### src/rtl/uart_tx_path_if.sv
// NIC-facing bundle of the UART transmit path: write port, serial line and ring status.
interface uart_tx_path_if #(
  parameter int WORD_SIZE    = 8,
  parameter int TX_RING_SIZE = 16
);
  logic [WORD_SIZE-1:0]             data_in;
  logic                             write_nic;
  logic                             tx;
  logic [$clog2(TX_RING_SIZE):0]    ring_count;
  logic                             ring_empty;
  logic                             ring_full;
  logic                             busy;
  logic                             overflow;

  modport master (
    output data_in, write_nic,
    input  tx, ring_count, ring_empty, ring_full, busy, overflow
  );

  modport slave (
    input  data_in, write_nic,
    output tx, ring_count, ring_empty, ring_full, busy, overflow
  );
endinterface

### src/rtl/uart_tx_path.sv
// UART transmit path: TX ring buffer feeding an 8N1-style serializer that runs
// frames back to back while the ring holds data.
module uart_tx_path #(
  parameter int WORD_SIZE    = 8,
  parameter int TX_RING_SIZE = 16,
  parameter int CLKS_PER_BIT = 434
) (
  input  logic            clk,
  input  logic            rst,
  uart_tx_path_if.slave   bus
);

  localparam int PW = $clog2(TX_RING_SIZE);
  localparam int CW = PW + 1;
  localparam int BW = (CLKS_PER_BIT > 1) ? $clog2(CLKS_PER_BIT) : 1;
  localparam int IW = (WORD_SIZE > 1) ? $clog2(WORD_SIZE) : 1;

  localparam logic [BW-1:0] BIT_LAST = BW'(CLKS_PER_BIT - 1);
  localparam logic [IW-1:0] IDX_LAST = IW'(WORD_SIZE - 1);
  localparam logic [CW-1:0] CNT_FULL = CW'(TX_RING_SIZE);

  localparam logic [1:0] S_IDLE  = 2'd0;
  localparam logic [1:0] S_START = 2'd1;
  localparam logic [1:0] S_DATA  = 2'd2;
  localparam logic [1:0] S_STOP  = 2'd3;

  logic [WORD_SIZE-1:0] mem [TX_RING_SIZE];
  logic [PW-1:0]        wr_ptr;
  logic [PW-1:0]        rd_ptr;
  logic [CW-1:0]        count_q;
  logic [CW-1:0]        count_n;
  logic                 empty_q;
  logic                 full_q;
  logic                 ovf_q;

  logic [1:0]           state;
  logic [BW-1:0]        bit_cnt;
  logic [IW-1:0]        bit_idx;
  logic [WORD_SIZE-1:0] shift;
  logic [WORD_SIZE-1:0] shift_nxt;
  logic                 tx_q;

  logic                 bit_end;
  logic                 pop;
  logic                 push;

  assign bit_end   = (bit_cnt == BIT_LAST);
  assign shift_nxt = shift >> 1;

  // Pop only from IDLE or the last STOP cycle, and never from an empty ring.
  assign pop  = !empty_q && ((state == S_IDLE) || ((state == S_STOP) && bit_end));
  // A full ring still accepts a word when the head leaves on the same edge.
  assign push = bus.write_nic && (!full_q || pop);

  assign count_n = count_q + CW'(push) - CW'(pop);

  // Ring storage holds data only; its contents are don't-care after reset.
  always_ff @(posedge clk) begin
    if (push) mem[wr_ptr] <= bus.data_in;
  end

  // Ring control: pointers, occupancy and registered flags
  always_ff @(posedge clk or negedge rst) begin
    if (!rst) begin
      wr_ptr  <= '0;
      rd_ptr  <= '0;
      count_q <= '0;
      empty_q <= 1'b1;
      full_q  <= 1'b0;
      ovf_q   <= 1'b0;
    end else begin
      if (push) wr_ptr <= wr_ptr + PW'(1);
      if (pop)  rd_ptr <= rd_ptr + PW'(1);
      count_q <= count_n;
      empty_q <= (count_n == '0);
      full_q  <= (count_n == CNT_FULL);
      ovf_q   <= bus.write_nic && full_q && !pop;
    end
  end

  // Shift register: loaded on pop, advanced at the end of each data bit
  always_ff @(posedge clk) begin
    if (pop) begin
      shift <= mem[rd_ptr];
    end else if ((state == S_DATA) && bit_end) begin
      shift <= shift_nxt;
    end
  end

  // Serializer FSM; tx is registered so the line never glitches
  always_ff @(posedge clk or negedge rst) begin
    if (!rst) begin
      state   <= S_IDLE;
      bit_cnt <= '0;
      bit_idx <= '0;
      tx_q    <= 1'b1;
    end else begin
      case (state)
        S_IDLE: begin
          bit_cnt <= '0;
          tx_q    <= 1'b1;
          if (pop) begin
            state <= S_START;
            tx_q  <= 1'b0;
          end
        end
        S_START: begin
          if (bit_end) begin
            bit_cnt <= '0;
            bit_idx <= '0;
            state   <= S_DATA;
            tx_q    <= shift[0];
          end else begin
            bit_cnt <= bit_cnt + BW'(1);
          end
        end
        S_DATA: begin
          if (bit_end) begin
            bit_cnt <= '0;
            if (bit_idx == IDX_LAST) begin
              state <= S_STOP;
              tx_q  <= 1'b1;
            end else begin
              bit_idx <= bit_idx + IW'(1);
              tx_q    <= shift_nxt[0];
            end
          end else begin
            bit_cnt <= bit_cnt + BW'(1);
          end
        end
        S_STOP: begin
          if (bit_end) begin
            bit_cnt <= '0;
            // Chain straight into the next start bit when more data is waiting.
            if (pop) begin
              state <= S_START;
              tx_q  <= 1'b0;
            end else begin
              state <= S_IDLE;
            end
          end else begin
            bit_cnt <= bit_cnt + BW'(1);
          end
        end
        default: begin
          state <= S_IDLE;
          tx_q  <= 1'b1;
        end
      endcase
    end
  end

  assign bus.tx         = tx_q;
  assign bus.ring_count = count_q;
  assign bus.ring_empty = empty_q;
  assign bus.ring_full  = full_q;
  assign bus.busy       = (state != S_IDLE);
  assign bus.overflow   = ovf_q;

endmodule

### src/flat_wrapper.sv
// flat-port wrapper written by rule: the top's interface ports become plain ports
module uart_tx_path_flat 
#(
  parameter int WORD_SIZE    = 8,
  parameter int TX_RING_SIZE = 16,
  parameter int CLKS_PER_BIT = 434
)
  (clk, rst, bus_data_in, bus_write_nic, bus_tx, bus_ring_count, bus_ring_empty, bus_ring_full, bus_busy, bus_overflow);
  uart_tx_path_if #(.WORD_SIZE(WORD_SIZE), .TX_RING_SIZE(TX_RING_SIZE)) bus_i ();
  input  logic clk;
  input  logic rst;
  input wire logic [$bits(bus_i.data_in)-1:0] bus_data_in;
  input wire logic [$bits(bus_i.write_nic)-1:0] bus_write_nic;
  output wire logic [$bits(bus_i.tx)-1:0] bus_tx;
  output wire logic [$bits(bus_i.ring_count)-1:0] bus_ring_count;
  output wire logic [$bits(bus_i.ring_empty)-1:0] bus_ring_empty;
  output wire logic [$bits(bus_i.ring_full)-1:0] bus_ring_full;
  output wire logic [$bits(bus_i.busy)-1:0] bus_busy;
  output wire logic [$bits(bus_i.overflow)-1:0] bus_overflow;
  assign bus_i.data_in = bus_data_in;
  assign bus_i.write_nic = bus_write_nic;
  assign bus_tx = bus_i.tx;
  assign bus_ring_count = bus_i.ring_count;
  assign bus_ring_empty = bus_i.ring_empty;
  assign bus_ring_full = bus_i.ring_full;
  assign bus_busy = bus_i.busy;
  assign bus_overflow = bus_i.overflow;
  uart_tx_path #(.WORD_SIZE(WORD_SIZE), .TX_RING_SIZE(TX_RING_SIZE), .CLKS_PER_BIT(CLKS_PER_BIT)) u_core (.clk(clk), .rst(rst), .bus(bus_i));
endmodule
### config.mk
export PLATFORM = sky130hd
export DESIGN_NAME = uart_tx_path_flat
export DESIGN_NICKNAME = d
export VERILOG_FILES = /design/src/rtl/uart_tx_path_if.sv /design/src/rtl/uart_tx_path.sv /design/src/flat_wrapper.sv
export SDC_FILE = /design/constraint.sdc
export NUM_CORES = 1
export LEC_CHECK = 0
export BUFFER_PORTS_ARGS = -buffer_cell sky130_fd_sc_hd__buf_2
export CAP_MARGIN = 10
export CORE_MARGIN = 2
export CORE_UTILIZATION = 46
export DETAILED_ROUTE_END_ITERATION = 16
export GPL_TIMING_DRIVEN = 0
export MAX_ROUTING_LAYER = met4
export REMOVE_ABC_BUFFERS = 1
export SLEW_MARGIN = 10
export SYNTH_ARGS = -nofsm -noshare
export SYNTH_HDL_FRONTEND = slang
export SYNTH_SLANG_ARGS = --single-unit
### constraint.sdc
create_clock -name clk -period 4.2 [get_ports clk]
set_input_delay 0.63 -clock clk [delete_from_list [all_inputs] [get_ports clk]]
set_output_delay 0.63 -clock clk [all_outputs]
set_load 0.05 [all_outputs]
# == After elaboration in Yosys (flattened, before gate mapping) ==
# Memories as Yosys holds them, arrays and structs flattened.
# Index checks and enable logic that the tools add are counted.
# totals
mem_bits_rw,128
ff_bits,39
n_memories,1
elab_cells,75
# memory_table
memory,words,width,rd,rd_ports_with_merged_regs,write_ports,line_no,rtl
u_core.mem,16,8,1,0,1,uart_tx_path.sv:27,logic [WORD_SIZE-1:0] mem [TX_RING_SIZE];
# classes
reduce_logical,20
eq_ne,13
n_mux,24
add_sub_neg,6
# op_table
operator,count
9-bit case mux with 2 select lines,1
8-bit two-way mux,2
2-bit two-way mux,5
"2-bit by 1-bit inequality test with 1-bit output, second input constant",5
"9-bit by 1-bit adder with 9-bit output, second input constant",1
"9-bit equality test, second input constant",1
1-bit two-way mux,9
3-bit two-way mux,3
9-bit two-way mux,1
"4-bit by 1-bit adder with 4-bit output, second input constant",2
2-bit case mux with 4 select lines,1
4-bit AND reduction,2
1-bit logical AND,6
3-bit case mux with 2 select lines,1
2-bit nonzero test,3
5-bit by 1-bit adder with 5-bit output,1
"5-bit equality test, second input constant",1
5-bit logical NOT,1
5-bit AND reduction,1
5-bit by 1-bit subtractor with 5-bit output,1
"2-bit equality test, second input constant",2
"2-bit inequality test, second input constant",2
1-bit case mux with 4 select lines,1
"3-bit by 1-bit adder with 3-bit output, second input constant",1
other kinds (6),9

# == Depth between registers and ports, before layout ==
# Gate-level depths: netlist of the first run.
# depth
depth_word,9
depth_mapped,15

# == Worst setup path before layout of the first run ==
# OpenSTA, ideal clock, no wires.
# synth_path
path_kind,register -> register
from,reg u_core.bit_cnt[1]
to,reg u_core.full_q (netlist: u_core.bus.ring_full)
period_less_slack_ps,3122
arrival_time_ps,3021
path_stages_with_launch,16
slack_ps,1078
n_path_buf,0
setup_ps,101
required_ps,4099
path_cell_list,dfrtp_1 inv_1 ha_1 nor4b_4 a31oi_4 or2_4 inv_2 ha_1 inv_1 ha_1 inv_1 fa_1 nor2b_1 o21ai_0 and3_1 nor4_1
# synth_between
elab_chain_len,9
# synth_lines
item,line_no,rtl
from (decl),uart_tx_path.sv:37,logic [BW-1:0] bit_cnt;
from (signal assigned),uart_tx_path.sv:114,bit_cnt <= bit_cnt + BW'(1);
from (signal assigned),uart_tx_path.sv:128,bit_cnt <= bit_cnt + BW'(1);
from (signal assigned),uart_tx_path.sv:142,bit_cnt <= bit_cnt + BW'(1);
9-bit equality test (*),uart_tx_path.sv:47,assign bit_end = (bit_cnt == BIT_LAST);
1-bit logical AND (*),uart_tx_path.sv:51,assign pop = !empty_q && ((state == S_IDLE) || ((state == S_STOP) && bit_end));
1-bit logical OR (*),uart_tx_path.sv:51,
1-bit logical AND (*),uart_tx_path.sv:51,
1-bit logical OR,uart_tx_path.sv:53,assign push = bus.write_nic && (!full_q || pop);
1-bit logical AND,uart_tx_path.sv:53,
5-bit by 1-bit adder with 5-bit output,uart_tx_path.sv:55,assign count_n = count_q + CW'(push) - CW'(pop);
5-bit by 1-bit subtractor with 5-bit output (*),uart_tx_path.sv:55,
5-bit equality test (*),uart_tx_path.sv:76,full_q <= (count_n == CNT_FULL);
to (signal assigned),uart_tx_path.sv:76,
to (decl),uart_tx_path.sv:33,logic full_q;
# Mark *: on every way between the ends. The rest lies on a longest branch, timed or not.
# A chain may end at the register's enable or synchronous reset.

# == Worst setup path after layout of the first run ==
# Ends and elaborated chain as after synthesis.

==> results of run 1 <==
-- logic make-up (layout without fill, tap and decap cells) --
| family | count (synthesis) | after routing | synth area share [%] |
|---|---|---|---|
| adder cells (fa/ha/maj) | 20 | 20 | 3.61 |
| AND/OR/NAND/NOR | 77 | 77 | 6.31 |
| multiplexers | 57 | 57 | 12.8 |
| buffers and inverters | 43 | 88 | 2.61 |
| AO/OA/AOI/OAI | 50 | 50 | 4.64 |
| XOR/XNOR | 16 | 16 | 1.96 |
| flip-flops | 167 | 167 | 68.1 |
-- where the power goes --
group	switching, uW	internal [uW]	leakage [uW]
clock	619	743	0.000247
combinational	528	268	0.000916
sequential	109	1990	0.00161
total	1260	3000	0.00277
-- layout make-up --
class / instances / area [sq um]
inverters: 23 / 86.3
multi-input cells: 220 / 2180
clock inverters: 15 / 87.6
fillers: 1236 / 7110
flip-flops and latches: 167 / 4860
well taps: 188 / 235
repair buffers: 33 / 220
clock buffers: 17 / 425
-- routing by layer --
layer	wire length (microns)	up-vias	share of wire [%]	global-route usage [%]
met5	0	-	0	-
met1	6090	1918	45	25.3
li1	-	1733	-	-
met2	6760	60	50	28.5
met4	114	0	0.84	6.14
met3	604	8	4.5	3.74
-- synthesized netlist by cell type (all sizes together), types with 3 or more instances --
cell type / number / area share, %
mux2i: 8 / 1.1
o22ai: 16 / 1.4
xor2: 7 / 0.86
ha: 19 / 3.3
or2: 3 / 0.30
o21ai: 14 / 0.98
nand2: 13 / 0.68
dfrtp: 29 / 10
edfxtp: 136 / 57
buf: 10 / 0.88
mux4: 25 / 7.9
nor2: 14 / 0.74
nor4b: 9 / 1.5
nand2b: 3 / 0.26
nor3: 12 / 0.84
a211oi: 3 / 0.32
nand3: 8 / 0.56
xnor2: 9 / 1.1
nor3b: 3 / 0.32
clkbuf: 10 / 0.53
inv: 23 / 1.2
mux2: 24 / 3.8
a22o: 3 / 0.37
a21oi: 5 / 0.35
-- stage by stage --
stage	util [%]	setup WS, ns
floorplan	-	1.08
global placement	48.5	0.0754
detailed placement	49.9	0.587
CTS	53.3	0.554
global route	53.3	0.299
finish	53.3	0.557
-- final timing paths --
kind,slack [ns],to,depth (start not counted),startpoint
max,0.56,u_core.bus.ring_full,15,u_core.bit_cnt[1]
min,0.26,u_core.bit_idx[2],1,rst
max reg2reg,0.56,u_core.bus.ring_full,15,u_core.bit_cnt[1]
min reg2reg,0.48,u_core.bus.tx,2,u_core.bus.tx
max in group asynchronous,3.42,u_core.rd_ptr[1],1,rst
min in group clk,0.48,u_core.bus.tx,2,u_core.bus.tx
-- cell usage in the layout (no fill, tap or decap), drive strengths merged, types with 16 or more instances in the layout --
cell type,synthesis,layout
edfxtp,136,136
mux2,24,24
inv,23,25
clkbuf,10,17
buf,10,33
ha,19,19
mux4,25,25
o22ai,16,16
dfrtp,29,29
-- registers in the layout, summed over array words and instances, names as in the netlist --
register,flops
u_core.wr_ptr,4
u_core.bus.ring_full,1
u_core.bus.tx,1
u_core.shift,8
u_core.bit_cnt,9
u_core.state,2
u_core.bus.ring_empty,1
u_core.bus.ring_count,5
u_core.mem,128
u_core.bus.overflow,1
u_core.bit_idx,3
u_core.rd_ptr,4
==> impl_metrics.py, run 1 <==
metrics = {
    "status": {
        "status": "completed",
    },
    "placement": {
        "globalplace.congestion": 0.805,
        "dp_hpwl_microns": 8930,
        "port_buffers": 20,
        "dp.cells": 631,
        "post_dp_cell_area_sq_um": 7580,
    },
    "critical_path": {
        "start_kind": "flop",
        "critPathSlowestCell": "nor4b_4",
        "endpoint_kind": "flop",
        "path_buf_inv": 4,
        "slowest_delay_ns": 0.42,
        "crit_type": "reg2reg",
        "path_cells": "inv_1, ha_1, nor4b_4, a31oi_4, or2_4, inv_2, ha_1, inv_1, ha_1, inv_1, fa_1, nor2b_1, o21ai_0, and3_1, nor4_1",
        "cp.arrival_ns": 3.96,
        "critPathTopFamily": "simple AND/OR/NAND/NOR gates",
        "crit_required_ns": 4.51,
        "crit_path_max_fanout": 10,
    },
    "die": {
        "boundaryPins": 21,
        "fp.dieW_microns": 129,
        "die_h_microns": 129,
        "die_area_sq_um": 16500,
        "start_util_pct": 47.0,
        "core_area_sq_um": 15200,
        "rows": 45,
    },
    "layout": {
        "drive_gt1_share_pct": 28.8,
        "fin_cells": 663,
        "nets": 493,
        "area_growth_pct": 13.4,
        "diodes": 0,
        "final_area_sq_um": 8100,
    },
    "grt": {
        "grt_max_degree": 32,
        "grt_pass1_vias": 3766,
        "grt_usage_pct": 18.6,
        "grt_pass1_wl_microns": 21600,
        "grt_overflow": 0,
        "antenna_found_initial": 0,
    },
    "drt": {
        "vias_per_cell": 5.61,
        "drtIter0Drc": 270,
        "routedWlPerCell_microns": 20.5,
        "drc": 0,
        "dr.pass1.iters": 5,
        "via_count": 3719,
        "antenna_left": 0,
        "postRouteWirelength_microns": 13600,
    },
    "sta": {
        "tightestPinTransition_ns": 0.885,
        "finalCritPeriodShare_pct": 86.7,
        "finalSetupViolations": 0,
        "finalMaxSlewViolations": 0,
        "max_freq_mhz": 275,
        "whs_ns": 0.265,
        "fin_skew_ns": 0.0101,
        "relSlewSlack_pct": 41.0,
        "timing.final.hold_violations": 0,
        "min_period_ns": 3.64,
        "rsz0062_at_grt": "no",
        "tns_ns": 0,
    },
    "clock_tree": {
        "cts.htree.levels": 4,
        "cts_tree": "built",
        "cts_root_buffer": "clkbuf_16",
        "post_cts_resized": 0,
        "cts_setup_buffers": 0,
        "numCtsBuffers": 17,
        "cts_num_sinks": 167,
        "cts_buffer_depth": 2,
        "clk_pin_slew_ns": 0.06,
        "insertion_delay_ns": 0.42,
        "holdBufCountCts": 0,
    },
    "synthesis": {
        "synth-edff-count": 136,
        "synth_cells": 430,
        "avgSynthCellArea_sq_um": 16.6,
        "syn_area_sq_um": 7140,
        "ys_seq_elements": 167,
        "ys_seq_area_share_pct": 68.1,
        "synth.distinct_cells": 48,
        "synth_ff_type": "edfxtp_1",
        "yosysWarnings": 0,
        "async_reset_ff_share_pct": 18.6,
    },
    "pwr": {
        "total_power_uw": 4260,
        "peakVddDrop_v": 0.000269,
        "power_density_nw_per_um2": 526,
        "p_leak_uw": 0.00277,
    },
    "run": {
        "maxCapViolCount": 0,
    },
    "min_path": {
        "hp-class": "in2async",
    },
}
(Power assumes the default switching activity.)
==> run 2, diff against run 1 <==
Settings changed: GPL_TIMING_DRIVEN 0 to 1, PLACE_DENSITY_LB_ADDON from default to 0.05.
==> run 2 against run 1 <==
  * Register-to-register slack better by 0.06 ns
  * Core utilization is 0.20 points higher
  * Final area is 0.37% higher
  * Critical path depth is 1 lower
  * Count of clock-buffer cells in the layout is 1 higher
  * Sequential share of layout area is 0.25 points lower
  * Sequential cell count stayed put
  * Via count is 0.59% lower
  * Non-clock buffer count is 5 higher
==> impl_metrics.py, run 2 (synthesis results as in run 1) <==
metrics = {
    "die": {
        "boundaryPins": 21,
        "die_h_microns": 129,
        "start_util_pct": 47.0,
        "die_area_sq_um": 16500,
        "core_area_sq_um": 15200,
        "fp.dieW_microns": 129,
        "rows": 45,
    },
    "pwr": {
        "power_density_nw_per_um2": 541,
        "p_leak_uw": 0.00281,
        "peakVddDrop_v": 0.000329,
    },
    "status": {
        "status": "completed",
    },
    "critical_path": {
        "critPathSlowestCell": "fa_1",
        "crit_type": "reg2reg",
        "slowest_delay_ns": 0.47,
        "path_buf_inv": 5,
        "cp.arrival_ns": 3.90,
        "crit_required_ns": 4.51,
        "r2r_cells": 14,
        "worst_path_most_repeated_cell": "inv_1",
        "critPathTopFamily": "simple AND/OR/NAND/NOR gates",
        "path_cells": "inv_1, ha_1, nor4b_4, a31oi_4, or2_4, inv_2, ha_1, inv_1, ha_1, inv_1, fa_1, inv_1, or3_1, nor4_1",
        "worstSetupPathDepth": 14,
        "crit_path_max_fanout": 10,
        "endpoint_kind": "flop",
        "start_kind": "flop",
    },
    "grt": {
        "antenna_found_initial": 0,
        "grt_max_degree": 40,
        "grt_pass1_vias": 3862,
        "grt_usage_pct": 19.4,
        "grt_pass1_wl_microns": 22200,
        "grt_overflow": 0,
    },
    "sta": {
        "finalMaxSlewViolations": 0,
        "whs_ns": 0.263,
        "fin_skew_ns": 0.00941,
        "finalSetupViolations": 0,
        "tightestPinTransition_ns": 0.894,
        "timing.final.hold_violations": 0,
        "rsz0062_at_grt": "no",
        "tns_ns": 0,
        "finalCritPeriodShare_pct": 85.4,
        "min_period_ns": 3.59,
        "max_freq_mhz": 279,
        "relSlewSlack_pct": 40.4,
    },
    "drt": {
        "drtIter0Drc": 308,
        "postRouteWirelength_microns": 14200,
        "antenna_left": 0,
        "dr.pass1.iters": 4,
        "vias_per_cell": 5.53,
        "via_count": 3697,
        "routedWlPerCell_microns": 21.3,
        "drc": 0,
    },
    "layout": {
        "area_growth_pct": 13.8,
        "fillers": 1261,
        "drive_gt1_share_pct": 28.3,
        "regMostFlops": "u_core.mem",
        "fin_cells": 668,
        "nets": 498,
        "largest_registers": "u_core.mem x128, u_core.bit_cnt x9, u_core.shift x8",
        "final_cell_mix": "edfxtp_1, dfrtp_1, mux4_2, mux2_2, inv_1",
        "largest_reg_flops": 128,
        "diodes": 0,
        "final_util_pct": 53.5,
        "final_common_cell": "edfxtp_1",
        "multi_input_area_sq_um": 2140,
        "ff_latch_area_sq_um": 4860,
    },
    "run": {
        "maxCapViolCount": 0,
    },
    "clock_tree": {
        "cts_buffer_depth": 2,
        "insertion_delay_ns": 0.42,
        "numCtsBuffers": 17,
        "cts_num_sinks": 167,
        "cts.htree.levels": 4,
        "cts_root_buffer": "clkbuf_16",
        "cts_setup_buffers": 0,
        "post_cts_resized": 0,
        "cts_tree": "built",
        "holdBufCountCts": 0,
        "clk_pin_slew_ns": 0.07,
    },
    "placement": {
        "dp_hpwl_microns": 9040,
        "dp.cells": 636,
        "port_buffers": 20,
        "globalplace.congestion": 0.806,
    },
    "min_path": {
        "hp-class": "in2async",
    },
}
## run 2: cell types whose count changed in the layout (fill, tap and decap cells not counted), sizes merged
cell    previous run  this run
clkinv            10         4
clkbuf            17        18
bufinv             0         1
inv               25        29
buf               33        38
## run 2: path summary, 6_finish.rpt
kind / endpoint / from / slack (ns)
max in group asynchronous: u_core.rd_ptr[0] / rst / 3.47
max: u_core.bus.ring_empty / u_core.bit_cnt[1] / 0.61
min in group clk: u_core.bus.overflow / bus_write_nic / 0.50
min reg2reg: u_core.bus.tx / u_core.bus.tx / 0.51
max reg2reg: u_core.bus.ring_empty / u_core.bit_cnt[1] / 0.61
min: u_core.bit_cnt[4] / rst / 0.26
## run 2: layout make-up
class,instances,area share [%]
Multi-Input combinational cell,220,26.3
Sequential cell,167,59.8
Clock inverter,14,1.74
Inverter,23,1.06
Tap cell,188,2.89
Clock buffer,18,5.28
Timing Repair Buffer,38,2.89
## run 2: power breakdown
group / internal, uW / leakage, uW / switching, uW
Clock: 833 / 0.000272 / 672
Combinational: 274 / 0.000929 / 519
Sequential: 1990 / 0.00161 / 106
Total: 3100 / 0.00281 / 1300
## run 2: layer usage
| metal | track usage [%] | vias to the layer above | share of wire, % |
|---|---|---|---|
| li1 | - | 1737 | - |
| met1 | 27.0 | 1903 | 49 |
| met2 | 29.1 | 42 | 47 |
| met3 | 4.12 | 15 | 2.9 |
| met4 | 6.27 | 0 | 1.4 |
| met5 | - | - | 0 |
## run 2: stage by stage
| stage | instance area [sq um] | setup slack [ns] | power [uW] |
|---|---|---|---|
| 6_report | 8130 | 0.612 | 4390 |
| 5_1_grt | 8130 | 0.263 | 4600 |
| 4_1_cts | 8130 | 0.558 | 4440 |
| 3_5_place_dp | 7560 | 0.577 | 2930 |
| 3_3_place_gp | 7560 | 0.742 | 2920 |
| 2_1_floorplan | 7040 | 1.08 | 2650 |
==> run 3, diff against run 2 <==
--- a/config.mk
+++ b/config.mk
@@ -15,2 +15,3 @@
 export PLACE_DENSITY_LB_ADDON = 0.05
+export RECOVER_POWER = 25
 export REMOVE_ABC_BUFFERS = 1
--- a/constraint.sdc
+++ b/constraint.sdc
@@ -3,2 +3,2 @@
 set_output_delay 0.63 -clock clk [all_outputs]
-set_load 0.05 [all_outputs]
+set_load 0.01 [all_outputs]
==> run 3 against run 2 <==
  * Critical endpoint unchanged
  * Maximum frequency stayed put
  * Global-route usage stayed put
  * Critical path type unchanged
  * Routed wire length about the same
  * Clock power barely moved
  * Register-to-register slack is essentially flat
  * First-iteration DRC count decreased by 1.3%
  * Setup slack is essentially flat
  * Clock skew is essentially flat
  * Sequential share of layout area grew 0.064 points
==> impl_metrics.py, run 3 (synthesis results as in run 1) <==
metrics = {
    "layout": {
        "diodes": 0,
        "final_common_cell": "edfxtp_1",
        "area_growth_pct": 13.7,
        "drive_gt1_share_pct": 26.9,
        "largest_reg_flops": 128,
        "final_cell_mix": "edfxtp_1, dfrtp_1, mux4_2, mux2_2, inv_1",
        "fillers": 1267,
        "regMostFlops": "u_core.mem",
        "nets": 498,
        "largest_registers": "u_core.mem x128, u_core.bit_cnt x9, u_core.shift x8",
    },
    "clock_tree": {
        "holdBufCountCts": 0,
        "cts_buffer_depth": 2,
        "cts.htree.levels": 4,
        "post_cts_resized": 0,
        "cts_num_sinks": 167,
        "insertion_delay_ns": 0.42,
        "cts_setup_buffers": 0,
        "clk_pin_slew_ns": 0.07,
        "cts_root_buffer": "clkbuf_16",
        "cts_tree": "built",
        "numCtsBuffers": 17,
    },
    "sta": {
        "timing.final.hold_violations": 0,
        "finalMaxSlewViolations": 0,
        "tns_ns": 0,
        "finalCritPeriodShare_pct": 85.4,
        "relSlewSlack_pct": 40.4,
        "max_freq_mhz": 279,
        "finalSetupViolations": 0,
        "rsz0062_at_grt": "no",
        "fin_skew_ns": 0.00966,
        "tightestPinTransition_ns": 0.894,
        "min_period_ns": 3.59,
    },
    "grt": {
        "antenna_found_initial": 0,
        "grt_util_met2_pct": 29.1,
        "grt_util_met3_pct": 4.12,
        "grt_overflow": 0,
        "grt_usage_pct": 19.4,
        "grt_max_degree": 40,
        "grt_pass1_wl_microns": 22200,
        "grtUsageMet1_pct": 27.0,
        "grt_pass1_vias": 3862,
        "busiest_layer": "met2",
    },
    "placement": {
        "port_buffers": 20,
        "dp_hpwl_microns": 9040,
        "globalplace.congestion": 0.806,
    },
    "critical_path": {
        "crit_required_ns": 4.51,
        "endpoint_kind": "flop",
        "start_kind": "flop",
        "r2r_cells": 14,
        "cp.arrival_ns": 3.90,
        "crit_path_max_fanout": 10,
        "crit_type": "reg2reg",
    },
    "die": {
        "die_h_microns": 129,
        "start_util_pct": 47.0,
        "rows": 45,
        "die_area_sq_um": 16500,
        "boundaryPins": 21,
        "fp.dieW_microns": 129,
        "core_area_sq_um": 15200,
    },
    "drt": {
        "postRouteWirelength_microns": 14200,
        "dr.pass1.iters": 4,
        "routedWlPerCell_microns": 21.3,
        "vias_per_cell": 5.53,
        "drc": 0,
        "via_count": 3695,
        "antenna_left": 0,
        "drtIter0Drc": 304,
    },
    "min_path": {
        "hp-class": "in2async",
    },
    "pwr": {
        "p_leak_uw": 0.00279,
        "peakVddDrop_v": 0.000325,
        "total_power_uw": 4280,
        "power_density_nw_per_um2": 527,
    },
    "run": {
        "maxCapViolCount": 0,
    },
    "status": {
        "status": "completed",
    },
}
==> run 3: cell count changes in the layout (fill, tap and decap cells not counted) <==
cell      before  now
buf_2         20   13
clkbuf_1       1    8
==> run 3: routing by layer <==
metal  up-vias  routed length, microns  share of wire [%]
met3        15                     416                2.9
met5         -                       0                  0
met2        40                    6670                 47
met4         0                     201                1.4
li1       1737                       -                  -
met1      1903                    6920                 49
==> run 3: area by class of cell <==
class	instances	area (sq um)	share of cell area [%]
flip-flops and latches	167	4860	59.9
multi-input cells	220	2140	26.3
clock buffers	18	429	5.29
well taps	188	235	2.90
repair buffers	38	226	2.79
clock inverters	14	141	1.74
inverters	23	86.3	1.06
==> run 3: worst paths after layout <==
kind | from | endpoint | slack, ns
setup / recovery | u_core.bit_cnt[1] | u_core.bus.ring_empty | 0.61
hold reg to reg | u_core.bus.tx | u_core.bus.tx | 0.51
min in group clk | bus_write_nic | u_core.bus.overflow | 0.50
setup reg to reg | u_core.bit_cnt[1] | u_core.bus.ring_empty | 0.61
hold / removal | rst | u_core.bit_cnt[4] | 0.26
max in group asynchronous | rst | u_core.rd_ptr[0] | 3.47
==> run 3: metrics by stage <==
step	worst slack, ns	instance area, sq um	std cells	hold slack, ns	utilization, %
after floorplan	1.08	7040	410	0.334	-
after global placement	0.742	7560	636	0.498	49.7
after detailed placement	0.577	7560	636	0.501	49.7
after CTS	0.558	8130	668	0.281	53.5
after global routing	0.263	8120	668	0.306	53.4
final	0.612	8120	668	0.263	53.4
==> run 3: critical path, stage by stage (launching register included) <==
cell,delay [ns]
dfrtp_1,0.41
inv_1,0.07
ha_1,0.14
nor4b_4,0.42
a31oi_4,0.23
or2_4,0.29
inv_2,0.20
ha_1,0.27
inv_1,0.05
ha_1,0.16
inv_1,0.06
fa_1,0.47
inv_1,0.05
or3_1,0.39
nor4_1,0.26
==> run 3: power by group <==
part	switching, uW	internal [uW]
sequential	106	1990
clock	672	833
combinational	406	273
total	1180	3090
